### src/rtl/pipeline_hazard_controller.sv
// Stall/flush controller for the RISC15 five-stage pipeline: load-use interlock,
// EX/WB redirect flushing and one-register-per-cycle LM/SM micro-op sequencing.
module pipeline_hazard_controller #(
  parameter int NREGS  = 8,
  parameter int REG_AW = 3
) (
  input  logic              clk,
  input  logic              reset,
  input  logic              id_valid,
  input  logic              id_uses_a,
  input  logic              id_uses_b,
  input  logic [REG_AW-1:0] id_src_a,
  input  logic [REG_AW-1:0] id_src_b,
  input  logic              id_is_multi,
  input  logic [NREGS-1:0]  id_reg_list,
  input  logic              ex_valid,
  input  logic              ex_is_load,
  input  logic              ex_writes_rf,
  input  logic [REG_AW-1:0] ex_dest,
  input  logic              ex_redirect,
  input  logic              wb_redirect,
  output logic              stall_if,
  output logic              bubble_ex,
  output logic              flush_if_id,
  output logic              flush_id_ex,
  output logic              flush_ex_mem,
  output logic              multi_busy,
  output logic [REG_AW-1:0] multi_reg,
  output logic              multi_first,
  output logic              multi_last
);

  typedef enum logic {
    S_IDLE,
    S_MULTI
  } state_t;

  state_t            state_q, state_d;
  logic [NREGS-1:0]  rem_q, rem_d;
  logic              load_use_hit;
  logic [NREGS-1:0]  list_rest;
  logic [NREGS-1:0]  rem_rest;

  function automatic logic [REG_AW-1:0] lowest_idx(input logic [NREGS-1:0] v);
    lowest_idx = '0;
    for (int unsigned i = NREGS; i > 0; i--) begin
      if (v[i-1]) lowest_idx = REG_AW'(i - 1);
    end
  endfunction

  // Clearing the lowest set bit; a zero result means exactly one bit was set.
  assign list_rest = id_reg_list & (id_reg_list - NREGS'(1));
  assign rem_rest  = rem_q & (rem_q - NREGS'(1));

  assign load_use_hit = id_valid & ex_valid & ex_is_load & ex_writes_rf &
                        ((id_uses_a & (id_src_a == ex_dest)) |
                         (id_uses_b & (id_src_b == ex_dest)));

  always_comb begin
    state_d      = state_q;
    rem_d        = rem_q;
    stall_if     = 1'b0;
    bubble_ex    = 1'b0;
    flush_if_id  = 1'b0;
    flush_id_ex  = 1'b0;
    flush_ex_mem = 1'b0;
    multi_busy   = 1'b0;
    multi_reg    = '0;
    multi_first  = 1'b0;
    multi_last   = 1'b0;
    // Outputs are forced low while reset is held, independent of the clock.
    if (!reset) begin
      multi_busy = (state_q == S_MULTI);
      if (wb_redirect) begin
        flush_if_id  = 1'b1;
        flush_id_ex  = 1'b1;
        flush_ex_mem = 1'b1;
        state_d      = S_IDLE;
        rem_d        = '0;
      end else if (ex_redirect) begin
        flush_if_id = 1'b1;
        flush_id_ex = 1'b1;
        state_d     = S_IDLE;
        rem_d       = '0;
      end else if (state_q == S_MULTI) begin
        multi_reg = lowest_idx(rem_q);
        if (rem_rest == '0) begin
          multi_last = 1'b1;
          state_d    = S_IDLE;
          rem_d      = '0;
        end else begin
          stall_if = 1'b1;
          rem_d    = rem_rest;
        end
      end else if (load_use_hit) begin
        stall_if  = 1'b1;
        bubble_ex = 1'b1;
      end else if (id_valid && id_is_multi) begin
        multi_first = 1'b1;
        if (id_reg_list == '0) begin
          multi_last = 1'b1;
          bubble_ex  = 1'b1;
        end else begin
          multi_reg = lowest_idx(id_reg_list);
          if (list_rest == '0) begin
            multi_last = 1'b1;
          end else begin
            stall_if = 1'b1;
            state_d  = S_MULTI;
            rem_d    = list_rest;
          end
        end
      end
    end
  end

  always_ff @(posedge clk or posedge reset) begin
    if (reset) begin
      state_q <= S_IDLE;
      rem_q   <= '0;
    end else begin
      state_q <= state_d;
      rem_q   <= rem_d;
    end
  end

endmodule

### config.mk
export PLATFORM = sky130hd
export DESIGN_NAME = pipeline_hazard_controller
export DESIGN_NICKNAME = d
export VERILOG_FILES = /design/src/rtl/pipeline_hazard_controller.sv
export SDC_FILE = /design/constraint.sdc
export NUM_CORES = 1
export LEC_CHECK = 0
export CORE_MARGIN = 3
export CORE_UTILIZATION = 42
export DETAILED_ROUTE_END_ITERATION = 12
export GPL_ROUTABILITY_DRIVEN = 1
export PLACE_DENSITY = 0.85
export SLEW_MARGIN = 20
export SYNTH_ARGS = -nofsm -noshare
export SYNTH_HDL_FRONTEND = slang
export SYNTH_SLANG_ARGS = --single-unit
### constraint.sdc
create_clock -name clk -period 2.7 [get_ports clk]
set_clock_uncertainty 0.05 [all_clocks]
set_input_delay 0.405 -clock clk [delete_from_list [all_inputs] [get_ports clk]]
set_output_delay 0.405 -clock clk [all_outputs]
set_load 0.02 [all_outputs]
Word-level counts from Yosys, hierarchy flattened
Index checks and enable logic that the tools add are counted.
{ "classes": {"addsub": 2, "n_eq_ne": 5, "mux": 72, "bitwise": 10, "reduce_logical": 6} }
{ "ops": {"columns": ["operator", "count"], "rows": [
  ["$mux 3", 23],
  ["$mux 8", 8],
  ["$mux 1", 41],
  ["$logic_not 8->1", 3],
  ["$and 8x8->8", 2],
  ["$sub 8x1->8 const B", 2],
  ["$ne 4x4->1 const B", 3],
  ["$and 1x1->1", 6],
  ["$eq 3x3->1", 2],
  ["$reduce_and 5->1", 1],
  ["$reduce_bool 4->1", 1],
  ["$logic_and 1x1->1", 1],
  ["$not 1->1", 1],
  ["$or 1x1->1", 1]
]} }
{ "totals": {"reg_bits": 9, "output_inout_bits": 11, "word_cells": 97} }

Logic depth before layout (Yosys ltp)
Gate-level depths: netlist (run 1).
{ "logic_depth": {"ltp_word": 15, "mapped_depth": 8, "mapped_depth_nobuf": 6} }

Worst setup path after synthesis (run 1)
OpenSTA, ideal clock, no wires.
{ "synth_path": {"path_kind": "input -> output", "startpoint": "input port id_reg_list[2]", "endpoint": "output port bubble_ex", "t_arrival_ps": 2042, "required_time_ps": 2245, "slack_ps": 203, "path_stages": 6, "n_path_buf": 1, "path_cell_list": "or4_4 -> buf_6 -> nand2b_2 -> nor3_1 -> a31oi_1 -> nor3_1"} }
{ "synth_via": {"elab_chain_len": 8} }
{ "synth_rtl": {"columns": ["element", "line", "rtl"], "rows": [
  ["start: declaration", "15", "input logic [NREGS-1:0] id_reg_list,"],
  ["$logic_not 8->1", "100", "if (id_reg_list == '0) begin"],
  ["$mux 1", "100", null],
  ["$mux 1", "98", "end else if (id_valid && id_is_multi) begin"],
  ["$mux 1", "95", "end else if (load_use_hit) begin"],
  ["$mux 1", "85", "end else if (state_q == S_MULTI) begin"],
  ["$mux 1", "80", "end else if (ex_redirect) begin"],
  ["$mux 1", "74", "if (wb_redirect) begin"],
  ["$mux 1", "72", "if (!reset) begin"],
  ["end: declaration", "23", "output logic bubble_ex,"]
]} }
No other way between the ends.

Worst setup path after layout (run 1)
{ "layout_path": {"startpoint": "input port ex_is_load", "endpoint": "output port multi_reg[1]"} }
{ "layout_via": {"elab_chain_len": 8} }
{ "layout_rtl": {"columns": ["element", "line", "rtl"], "rows": [
  ["start: declaration", "17", "input logic ex_is_load,"],
  ["$and 1x1->1 (3 in a row)", "55", "assign load_use_hit = id_valid & ex_valid & ex_is_load & ex_writes_rf &"],
  ["$mux 3", "95", null],
  ["$mux 3", "85", null],
  ["$mux 3", "80", null],
  ["$mux 3", "74", null],
  ["$mux 3", "72", null],
  ["end: declaration", "28", "output logic [REG_AW-1:0] multi_reg,"]
]} }
No other way between the ends.

==> impl_metrics.tcl, run 1 <==
set metrics [dict create \
    grt.overflow.total 0 \
    period_needed_ns 2.66 \
    synth_compound_area_share_pct 34.2 \
    dp_slack_ns -0.671 \
    ant_nets 0 \
    grt_use_met3_pct 3.38 \
    crit_type "in -> out" \
    die_x_um 53.3 \
    route.detailed.drc 0 \
    drive_gt1_share_pct 33.8 \
    rsz0062_at_grt "yes" \
    grt_pass1_wl_um 5980 \
    finalHoldViolCount 0 \
    vias 1293 \
    seq_area_frac_synth_pct 21.3 \
    clockPowerShare_pct 20.5 \
    die_h_um 53.3 \
    cp-start-kind "input port" \
    synth_warnings 0 \
    port_buffers 38 \
    slew_headroom_pct 72.9 \
    synthSimpleGateAreaFrac_pct 29.4 \
    dieArea_mm2 0.00284 \
    synth_ff_type "dfrtp_1" \
    cts_made_buffers 3 \
    insertion_delay_ns 0.24 \
    pwr-share-seq_pct 32.4 \
    syn_area_um2 941 \
    worst_ep_required_time_ns 2.25 \
    met2_usage_pct 53.1 \
    synth_xor_area_share_pct 5.59 \
    synth_fa_ha_area_share_pct 3.19 \
    worst_slew_pin_slew_ns 0.405 \
    dr.pass1.iters 4 \
    grt_pass1_vias 1338 \
    root_buffer "clkbuf_4" \
    clk_pin_slew_worst_paths_ns 0.04 \
    top_usage_layer "met2" \
    power.leakage_nw 0.802 \
    outcome "finished, final reports clean" \
    swShare_pct 31.8 \
    worstPathArrival_ns 2.21 \
    area_growth_pct 79.3 \
    io_pins 39 \
    synth_top_family_by_area "compound AO/OA/AOI/OAI gates" \
    core-area_mm2 0.00204 \
    syn_nets 149 \
    cp_max_fo 3 \
    nNetsFinal 225 \
    drv_slew 0 \
    hpwl_um 2880 \
    diodes 0 \
    report.final.setup_viol 0 \
    end_kind "output pin" \
    synth_cells 121 \
    tritoncts "yes" \
    synth-seq-cells 8 \
    place.gp.congestion 0.982 \
    fin_ws_ns 0.0357 \
    power.net_switching_uw 126 \
    pwr-share-comb_pct 47.1 \
    grt_usage_pct 28.9 \
    fin_util_pct 82.6 \
    synth_edf_count 0 \
    ys_types 46 \
    fmax_mhz 375 \
    post-route-period-util_pct 98.7 \
    gr-usage-met1_pct 31.7 \
    wl_per_cell_um 17.0 \
    postRouteWirelength_um 3780 \
    via_per_inst 5.82 \
    ir_worst_vdd_v 0.000253 \
    cts_sinks 8 \
    synth_async_sr_flop_share_pct 100 \
    row_count 16 \
    cts_hold_buf 0 \
    start_util_pct 46.1 \
    internal-power_uw 270 \
    cap_viol_max_count 0 \
    grt_max_degree 15 \
    p_per_area_mw_per_mm2 235 \
    antenna_found_initial 0 \
    synthMuxAreaShare_pct 0 \
    h-tree-depth 1 \
    syn_avg_cell_area_um2 7.78 \
    drt_iter0_markers 36 \
    clock_path_buffers 2 \
    min_path_type "in -> async" \
]
==> registers in the layout, indices dropped and copies added (netlist names) <==
name	flops
rem_q	7
state_q	1
==> final cells by class <==
type | instances | area (µm²)
fillers | 120 | 355
multi-input cells | 102 | 757
flip-flops and latches | 8 | 200
clock buffers | 3 | 22.5
well taps | 27 | 33.8
repair buffers | 75 | 647
inverters | 7 | 26.3
==> power groups by stage <==
stage / Clock, mW / Combinational (mW) / Sequential [mW]
after global placement: 0 / 0.165 / 0.129
after CTS: 0.0868 / 0.179 / 0.128
after detailed placement: 0 / 0.174 / 0.129
after floorplan: 0 / 0.0671 / 0.130
after global routing: 0.0887 / 0.198 / 0.128
final: 0.0811 / 0.187 / 0.128
==> placed cells by master (no fill, tap or decap), types with 3 or more instances in the layout <==
| cell type | Yosys | routed |
|---|---|---|
| buf_4 | 1 | 38 |
| nor2_1 | 12 | 12 |
| clkdlybuf4s50_1 | 0 | 12 |
| dlygate4sd2_1 | 0 | 11 |
| nand2_1 | 10 | 10 |
| dfrtp_1 | 8 | 8 |
| inv_1 | 7 | 7 |
| dlymetal6s2s_1 | 0 | 7 |
| o21ai_0 | 5 | 5 |
| xnor2_1 | 6 | 5 |
| nor3_1 | 7 | 5 |
| a21oi_1 | 6 | 5 |
| nand4_1 | 4 | 4 |
| a21o_1 | 4 | 4 |
| maj3_1 | 3 | 3 |
| o22ai_1 | 3 | 3 |
| o31ai_1 | 4 | 3 |
| clkbuf_4 | 0 | 3 |
| buf_2 | 0 | 3 |
==> critical path: stages <==
cell and delay (ns):
clkdlybuf4s50_1 0.43, nand4_1 0.17, a21oi_4 0.05, or3_4 0.38
or4_4 0.49, a21oi_2 0.16, buf_6 0.13
==> Yosys cell counts (3+ instances only) <==
library cell	n	area share (%)
a21o_1	4	3.2
a21oi_1	6	3.2
dfrtp_1	8	21
inv_1	7	2.8
maj3_1	3	3.2
nand2_1	10	4.0
nand4_1	4	2.7
nor2_1	12	4.8
nor3_1	7	3.7
o21ai_0	5	2.7
o22ai_1	3	2.0
o31ai_1	4	3.2
or3_1	3	2.0
xnor2_1	6	5.6
==> metal layers <==
metal	vias to the layer above	wire (µm)
li1	611	-
met1	602	1460
met2	62	2010
met3	18	199
met4	0	119
met5	-	0
==> per-stage QoR <==
stage | total power, mW | std cells | hold WS (ns) | setup TNS (ns) | cell area, µm²
6_report | 0.396 | 222 | 0.449 | 0 | 1690
2_1_floorplan | 0.197 | 121 | 0.203 | 0 | 941
4_1_cts | 0.393 | 221 | 0.441 | -0.00447 | 1630
3_3_place_gp | 0.294 | 213 | 0.477 | -3.55 | 1550
5_1_grt | 0.415 | 222 | 0.466 | -0.0582 | 1690
3_5_place_dp | 0.303 | 213 | 0.486 | -4.68 | 1550
==> final timing paths <==
kind | cells past startpoint | to | slack [ns] | from
setup / recovery | 7 | multi_reg[1] | 0.04 | ex_is_load
hold / removal | 3 | state_q | 0.45 | reset
setup reg to reg | 5 | rem_q[7] | 0.63 | state_q
hold reg to reg | 1 | rem_q[2] | 0.52 | rem_q[2]
max in group asynchronous | 3 | rem_q[4] | 2.01 | reset
min in group clk | 1 | rem_q[2] | 0.52 | rem_q[2]
==> cells by family after synthesis <==
kind of cell,count (synthesis)
AND/OR/NAND/NOR,52
buffers and inverters,11
adder cells (fa/ha/maj),3
XOR/XNOR,6
AO/OA/AOI/OAI,41
flip-flops,8
==> timing repair <==
item / in CTS / in global routing
setup buffers: 5 / 1
resized for setup: 52 / 14
pin swaps: 16 / 8
endpoints found under the setup margin: 7 / 6
No activity file was read; power rests on OpenSTA's default activity.
==> run 2: changes to the inputs <==
REMOVE_ABC_BUFFERS = 1   (was default)
==> impl_metrics.tcl, run 2 (synthesized netlist as in run 1, its figures left out) <==
set metrics [dict create \
    outcome "finished with violations" \
    violations "setup timing" \
    regMostFlops "rem_q" \
    layout_commonest_cell "buf_4" \
    final_cell_mix "buf_4, clkdlybuf4s50_1, nor2_1" \
    max_stage_delay_ns 0.71 \
    r2r-end "rem_q[7]" \
    row_count 16 \
    vias 1345 \
    antenna_found_initial 0 \
    critical_path.slowest_cell "clkdlybuf4s50_1" \
    dieArea_mm2 0.00284 \
    port_buffers 38 \
    grt_pass1_wl_um 5460 \
    io_pins 39 \
    via_per_inst 6.03 \
    insertion_delay_ns 0.24 \
    end_kind "flip-flop" \
    postRouteWirelength_um 4020 \
    nNetsFinal 226 \
    clock_path_buffers 2 \
    min_path_type "in -> async" \
    root_buffer "clkbuf_4" \
    hpwl_um 2730 \
    drt_iter0_markers 64 \
    start_util_pct 46.1 \
    wl_per_cell_um 18.0 \
    dr.pass1.iters 4 \
    worstPathArrival_ns 2.78 \
    r2r_start "state_q" \
    cp_common_cell "buf_4" \
    area_growth_pct 79.5 \
    r2r_cells 5 \
    finalHoldViolCount 0 \
    fin_ws_ns -0.00183 \
    tritoncts "yes" \
    dpl_cell_area_mm2 0.00157 \
    fillerInstances 125 \
    reg_top3 "rem_q x7, state_q x1" \
    drv_slew 0 \
    grt_pass1_vias 1266 \
    power.leakage_nw 0.794 \
    core-area_mm2 0.00204 \
    p_per_area_mw_per_mm2 240 \
    worst_slew_pin_slew_ns 0.430 \
    design_area_mm2 0.00169 \
    r2r_setup_slack_ns 0.63 \
    cap_viol_max_count 0 \
    cts_made_buffers 3 \
    total_power_uw 405 \
    grt.overflow.total 0 \
    cts_sinks 8 \
    drive_gt1_share_pct 35.7 \
    report.final.setup_viol 1 \
    grt_max_degree 15 \
    period_needed_ns 2.70 \
    worst_ep_required_time_ns 2.78 \
    cp-start-kind "input port" \
    route.detailed.drc 0 \
    crit_type "in -> reg" \
    cp_max_fo 6 \
    clk_pin_slew_worst_paths_ns 0.05 \
    h-tree-depth 1 \
    crit_chain "clkdlybuf4s50_1 > a2111oi_4 > buf_4 > buf_4 > o31a_1 > o41ai_1 > buf_4 > nand2_1 > a21o_1" \
    fmax_mhz 370 \
    grt_usage_pct 26.7 \
    post-route-period-util_pct 100 \
    slew_headroom_pct 71.3 \
    die_h_um 53.3 \
    largest_reg_flops 7 \
    ant_nets 0 \
    diodes 0 \
    place.gp.congestion 0.904 \
    ir_worst_vdd_v 0.000304 \
    die_x_um 53.3 \
]
## run 2: timing repair
item / 4_1_cts / 5_1_grt
resized for setup: 44 / 18
setup endpoints to repair: 7 / 6
pin swaps: 15 / 12
buffers inserted: 2 / 3
hold buffers: 0 / 0
## run 2: per-layer routing
| layer | vias to the layer above | GRT usage [%] | part of all wire (%) |
|---|---|---|---|
| li1 | 613 | - | - |
| met3 | 22 | 4.23 | 7.1 |
| met5 | - | 0 | 0 |
| met2 | 81 | 46.7 | 54 |
| met1 | 629 | 29.7 | 36 |
| met4 | 0 | 15.7 | 3.0 |
## run 2: how the worst max path moves through the flow
stage / startpoint / end / depth (start not counted) / slack [ns]
global placement: id_reg_list[2] / multi_last / 7 / -0.55
global route: id_reg_list[6] / rem_q[2] / 9 / -0.07
CTS: id_reg_list[2] / multi_last / 7 / 0.002
floorplan: id_reg_list[2] / bubble_ex / 5 / 0.26
finish: id_reg_list[6] / rem_q[2] / 9 / -0.002
detailed placement: ex_dest[2] / multi_reg[1] / 8 / -0.63
## run 2: metrics by stage
| stage | hold slack (ns) | TNS, ns | setup WS, ns | util (%) | std cells |
|---|---|---|---|---|---|
| 2_1_floorplan | 0.203 | 0 | 0.258 | - | 117 |
| 3_3_place_gp | 0.489 | -3.25 | -0.551 | 76.8 | 215 |
| 3_5_place_dp | 0.515 | -3.92 | -0.631 | 76.8 | 215 |
| 4_1_cts | 0.438 | 0 | 0.00177 | 79.1 | 220 |
| 5_1_grt | 0.507 | -0.339 | -0.0713 | 82.7 | 223 |
| 6_report | 0.502 | -0.00183 | -0.00183 | 82.7 | 223 |
## run 2: area by class of cell
| cell class | count | area, µm² | area share [%] |
|---|---|---|---|
| multi-input cells | 102 | 758 | 44.9 |
| repair buffers | 76 | 648 | 38.4 |
| flip-flops and latches | 8 | 200 | 11.9 |
| well taps | 27 | 33.8 | 2.00 |
| inverters | 7 | 26.3 | 1.56 |
| clock buffers | 3 | 22.5 | 1.33 |
## run 2: worst max-delay path, delay by kind of cell
family	cells	cell delay [ns]
and+or+nand+nor	1	0.12
buffers and inverters	4	1.19
AOI/OAI and AO/OA	4	1.07
## run 2: power breakdown
part	total [mW]	switching, mW	internal (mW)	leakage, nW
sequential	0.128	0.00379	0.124	0.110
combinational	0.194	0.0950	0.0993	0.670
clock	0.0824	0.0321	0.0503	0.0138
==> run 3: changes to the inputs <==
CORE_UTILIZATION = 55   (was 42)
DONT_BUFFER_PORTS = 1   (was default)
PLACE_DENSITY = 0.76   (was 0.85)
clock period = 3.2 ns   (was 2.7 ns; I/O delays follow)
==> impl_metrics.tcl, run 3 (synthesized netlist as in run 1, its figures left out) <==
set metrics [dict create \
    grt_pass1_wl_um 3500 \
    ant_nets 0 \
    cts_resized 0 \
    drive_gt1_share_pct 12.3 \
    cts_sinks 8 \
    holdWs_ns 0.0374 \
    largest_reg_flops 7 \
    postCtsSetupRepairBufs 0 \
    dr.pass1.iters 4 \
    tritoncts "yes" \
    vias 954 \
    r2r_cells 6 \
    fillerInstances 145 \
    crit_type "reg -> out" \
    grt_max_degree 16 \
    row_count 14 \
    finalHoldViolCount 0 \
    clock_path_buffers 2 \
    outcome "finished, final reports clean" \
    worst_ep_required_time_ns 2.67 \
    regMostFlops "rem_q" \
    worst_slew_pin_slew_ns 0.718 \
    diodes 0 \
    wl_per_cell_um 16.6 \
    worstPathArrival_ns 2.34 \
    insertion_delay_ns 0.25 \
    io_pins 39 \
    core-area_mm2 0.00156 \
    power.leakage_nw 0.371 \
    port_buffers 0 \
    root_buffer "clkbuf_4" \
    area_growth_pct 2.53 \
    r2r_setup_slack_ns 0.96 \
    fmax_mhz 348 \
    hpwl_um 1840 \
    cp_max_fo 6 \
    cts_hold_buf 0 \
    grt_usage_pct 21.9 \
    end_kind "output pin" \
    via_per_inst 6.91 \
    grt_pass1_vias 880 \
    die_h_um 47.4 \
    die_x_um 47.4 \
    start_util_pct 60.4 \
    route.detailed.drc 0 \
    p_per_area_mw_per_mm2 260 \
    min_path_type "in -> async" \
    cap_viol_max_count 0 \
    rsz0062_at_grt "no" \
    final_cell_mix "nor2_1, nand2_1, dfrtp_1" \
    period_needed_ns 2.87 \
    layout_commonest_cell "nor2_1" \
    reg_top3 "rem_q x7, state_q x1" \
    dieArea_mm2 0.00224 \
    report.final.setup_viol 0 \
    post-route-period-util_pct 89.8 \
    drt_iter0_markers 25 \
    h-tree-depth 1 \
    setup_tns_ns 0 \
    grt.overflow.total 0 \
    nNetsFinal 152 \
    postRouteWirelength_um 2300 \
    r2r-end "state_q" \
    place.gp.congestion 0.858 \
    ir_worst_vdd_v 0.000201 \
    slew_headroom_pct 51.9 \
    antenna_found_initial 0 \
    cts_made_buffers 3 \
    r2r_start "rem_q[3]" \
    drv_slew 0 \
    clk_pin_slew_worst_paths_ns 0.05 \
    cp-start-kind "flip-flop" \
]
==> run 3: changes by cell type in the layout (fill, tap and decap cells not counted), moves of 2 or more <==
cell	previous run	this run
buf_2	4	0
buf_6	2	0
dlygate4sd2_1	8	0
buf_4	38	2
xnor2_1	3	6
dlymetal6s2s_1	6	0
clkdlybuf4s50_1	16	0
xnor2_2	3	0
==> run 3: area by class of cell <==
class / instances / area (µm²) / area share, %
Clock buffer: 3 / 22.5 / 2.33
Multi-Input combinational cell: 102 / 681 / 70.6
Inverter: 7 / 26.3 / 2.72
Sequential cell: 8 / 200 / 20.8
Tap cell: 16 / 20.0 / 2.08
Timing Repair Buffer: 2 / 15.0 / 1.56
==> run 3: worst max-delay path, cell delays in order, from the launching register on <==
cell	delay, ns
dfrtp_1	0.43
nor3_1	0.41
nand2_1	0.17
maj3_1	0.37
nor3b_1	0.41
o21ba_2	0.29
==> run 3: how the worst max path moves through the flow <==
| stage | endpoint | from |
|---|---|---|
| global placement | multi_reg[1] | ex_dest[0] |
| finish | multi_last | rem_q[3] |
| detailed placement | multi_reg[1] | ex_dest[0] |
| floorplan | bubble_ex | id_reg_list[2] |
| global route | multi_last | rem_q[3] |
| CTS | multi_last | rem_q[3] |
==> run 3: per-layer routing <==
| metal | share of wire (%) | up-vias | track usage, % |
|---|---|---|---|
| met5 | 0 | - | 0 |
| met4 | 2.0 | 0 | 7.18 |
| met3 | 8.3 | 8 | 7.66 |
| met2 | 47 | 51 | 35.6 |
| met1 | 43 | 430 | 26.8 |
| li1 | - | 465 | - |
==> run 3: metrics by stage <==
step / utilization (%) / setup slack, ns / total power [mW] / cells / area (µm²)
floorplan: - / 0.608 / 0.163 / 117 / 907
global placement: 60.4 / 0.617 / 0.173 / 135 / 942
detailed placement: 60.4 / 0.567 / 0.175 / 135 / 942
CTS: 61.9 / 0.345 / 0.254 / 138 / 965
global route: 61.9 / 0.191 / 0.267 / 138 / 965
finish: 61.9 / 0.328 / 0.251 / 138 / 965
==> run 3: power breakdown <==
group	switching, mW	internal [mW]	total, mW	leakage (nW)
Sequential	0.00704	0.104	0.112	0.110
Clock	0.0343	0.0429	0.0772	0.0138
Combinational	0.0354	0.0266	0.0620	0.247
Total	0.0767	0.174	0.251	0.371
==> patch (config.mk and constraints of run 1) <==
The parameter `REG_AW` goes from 3 to 4.
--- a/src/rtl/pipeline_hazard_controller.sv
+++ b/src/rtl/pipeline_hazard_controller.sv
@@ -2,7 +2,7 @@
 // EX/WB redirect flushing and one-register-per-cycle LM/SM micro-op sequencing.
 module pipeline_hazard_controller #(
   parameter int NREGS  = 8,
-  parameter int REG_AW = 3
+  parameter int REG_AW = 4
 ) (
   input  logic              clk,
   input  logic              reset,
Ports: changed (resized ex_dest, id_src_a, id_src_b and multi_reg); port bits go from 39 to 43. The function was not compared with the original's and may differ.
==> patch against run 1 <==
Synthesized area up 5.2%; power up 7.3%; final area up 2.3%; final cell count up 5.4%; non-clock buffer count up 2; setup slack worse by 0.023 ns; combinational power up 10%; sequential cell count unchanged; critical path depth unchanged; clock power up 12%; routed wire length up 8.3%; first-iteration DRC count up 72%.
==> patch: results (changes against run 1) <==
| Metric | Value |
|---|---|
| Outcome | finished, final reports clean |
| Vias | 1399 (+8.2%) |
| Register area share after synthesis | 0.202 (-0.0105) |
| Mux contribution to synthesized area | 0.0101 (+0.0101) |
| Leak | 0.752 nW (-6.3%) |
| Metal3 WL | 300 microns (+51%) |
| Max incr delay on CP | 0.55 ns (+0.06 ns) |
| Synth Area in Compound Gates | 0.349 (+0.00717) |
| Hold Path Class | primary input to async pin |
| Total track usage | 0.282 (-0.00668) |
| Avg Cell Area, Syn | 7.50 sq um (-3.6%) |
| First-pass GRT wire length | 5940 microns (-0.59%) |
| Highest routed layer | met4 |
| Root buffer cell | clkbuf_4 |
| Clock buffer depth | 2 (unchanged) |
| Cells after DPL | 231 (+8.5%) |
| Vias in the first global route | 1336 (-0.15%) |
| Post-Route WL | 4100 microns (+8.3%) |
| Dpl cell area | 1680 sq um (+7.9%) |
| Largest net degree at the start of global routing | 14 (-1) |
| Worst slack, placed | -0.454 ns (+0.216 ns) |
| P_int | 283 uW (+4.6%) |
| Arrival time worst endpoint | 2.23 ns (+0.02 ns) |
| 1st-iter DRT viols | 62 (+72%) |
| Metal2 WL | 2130 microns (+6.0%) |
| Clock latency on the worst-skew pair | 0.26 ns (+0.02 ns) |
| Number of fill cells | 112 (-6.7%) |
| YS warnings | 0 (unchanged) |
| CP max FO | 3 (unchanged) |
| Synth top cells by count | 19 x nor2_1, 10 x nand2_1, 9 x a21oi_1, 8 x dfrtp_1, 8 x xnor2_1 |
| H-tree levels | 1 (unchanged) |
| Post-Syn Nets | 163 (+9.4%) |
| Area contributors post-synth | dfrtp_1 20%, nor2_1 7.2%, xnor2_1 7.1% |
| Port buffer count | 41 (+7.9%) |
| Wl on met1 | 1530 microns (+4.9%) |
| VDD IR max | 0.188 mV (-26%) |
| Detailed placer's ending HPWL | 3320 microns (+15%) |
| ANT cells | 0 (unchanged) |
| Post-Synth XOR/XNOR Area | 0.0708 (+0.0149) |
| Layout cells sized above 1 | 0.319 (-0.0196) |
| Reg clk slew, reported paths | 0.05 ns |
| Nets | 240 (+6.7%) |
| Routed WL per cell | 17.5 microns (+2.7%) |
| CP max stage cell | or4_4 |
| GP Congestion | 0.879 (-10%) |
| Adder-cell share of the synthesized area | 0 (-0.0319) |
| Library cells used by synthesis | 47 (+2.2%) |
| CP delay by family, top | buffers and inverters |
| Least-Margin Pin Slew | 0.548 ns (+0.143 ns) |
patch: changes by cell type in the layout (fill, tap and decap cells not counted), moves of 3 or more:
cell	delta
dlygate4sd2_1	-10
o21ai_1	+6
a21oi_1	+3
clkdlybuf4s50_1	+16
maj3_1	-3
nor3_1	-4
nor2_1	+7
a21o_1	-3
patch: worst register-to-register path, delay by kind of cell, from the launching register on:
family | cells | cell delay, ns
AND/OR/NAND/NOR | 3 | 0.76
AO/OA/AOI/OAI | 3 | 0.50
flip-flops | 1 | 0.36
patch: repair_timing:
item                       4_1_cts  5_1_grt
resized for setup               24       20
setup buffers                    0        0
pin swaps                        1        5
setup endpoints to repair        7        7
patch: power by group through the flow:
stage	Sequential [mW]	Clock (mW)	Combinational, mW
floorplan	0.129	0	0.0801
global placement	0.129	0	0.188
detailed placement	0.130	0	0.197
CTS	0.128	0.0921	0.197
global route	0.128	0.102	0.219
finish	0.128	0.0907	0.206
patch: final timing paths:
check,cells after the start,end,startpoint,slack [ns]
worst max-delay path,7,multi_last,id_reg_list[1],0.01
max in group asynchronous,3,rem_q[2],reset,2.00
worst min-delay path,3,rem_q[4],reset,0.44
worst max register to register,6,state_q,rem_q[1],0.90
worst min register to register,2,rem_q[7],rem_q[7],0.56
min in group clk,2,rem_q[7],rem_q[7],0.56
patch: per-layer routing:
layer	global-route usage	vias to the layer above
met5	0	-
li1	-	650
met1	0.311	654
met3	0.0300	19
met4	0.154	0
met2	0.522	76
patch: cell type report:
type / count / area, sq um / share of cell area
Clock buffer: 3 / 22.5 / 0.0131
Sequential cell: 8 / 200 / 0.116
Tap cell: 27 / 33.8 / 0.0196
Inverter: 5 / 18.8 / 0.0109
Timing Repair Buffer: 77 / 672 / 0.389
Multi-Input combinational cell: 114 / 778 / 0.451
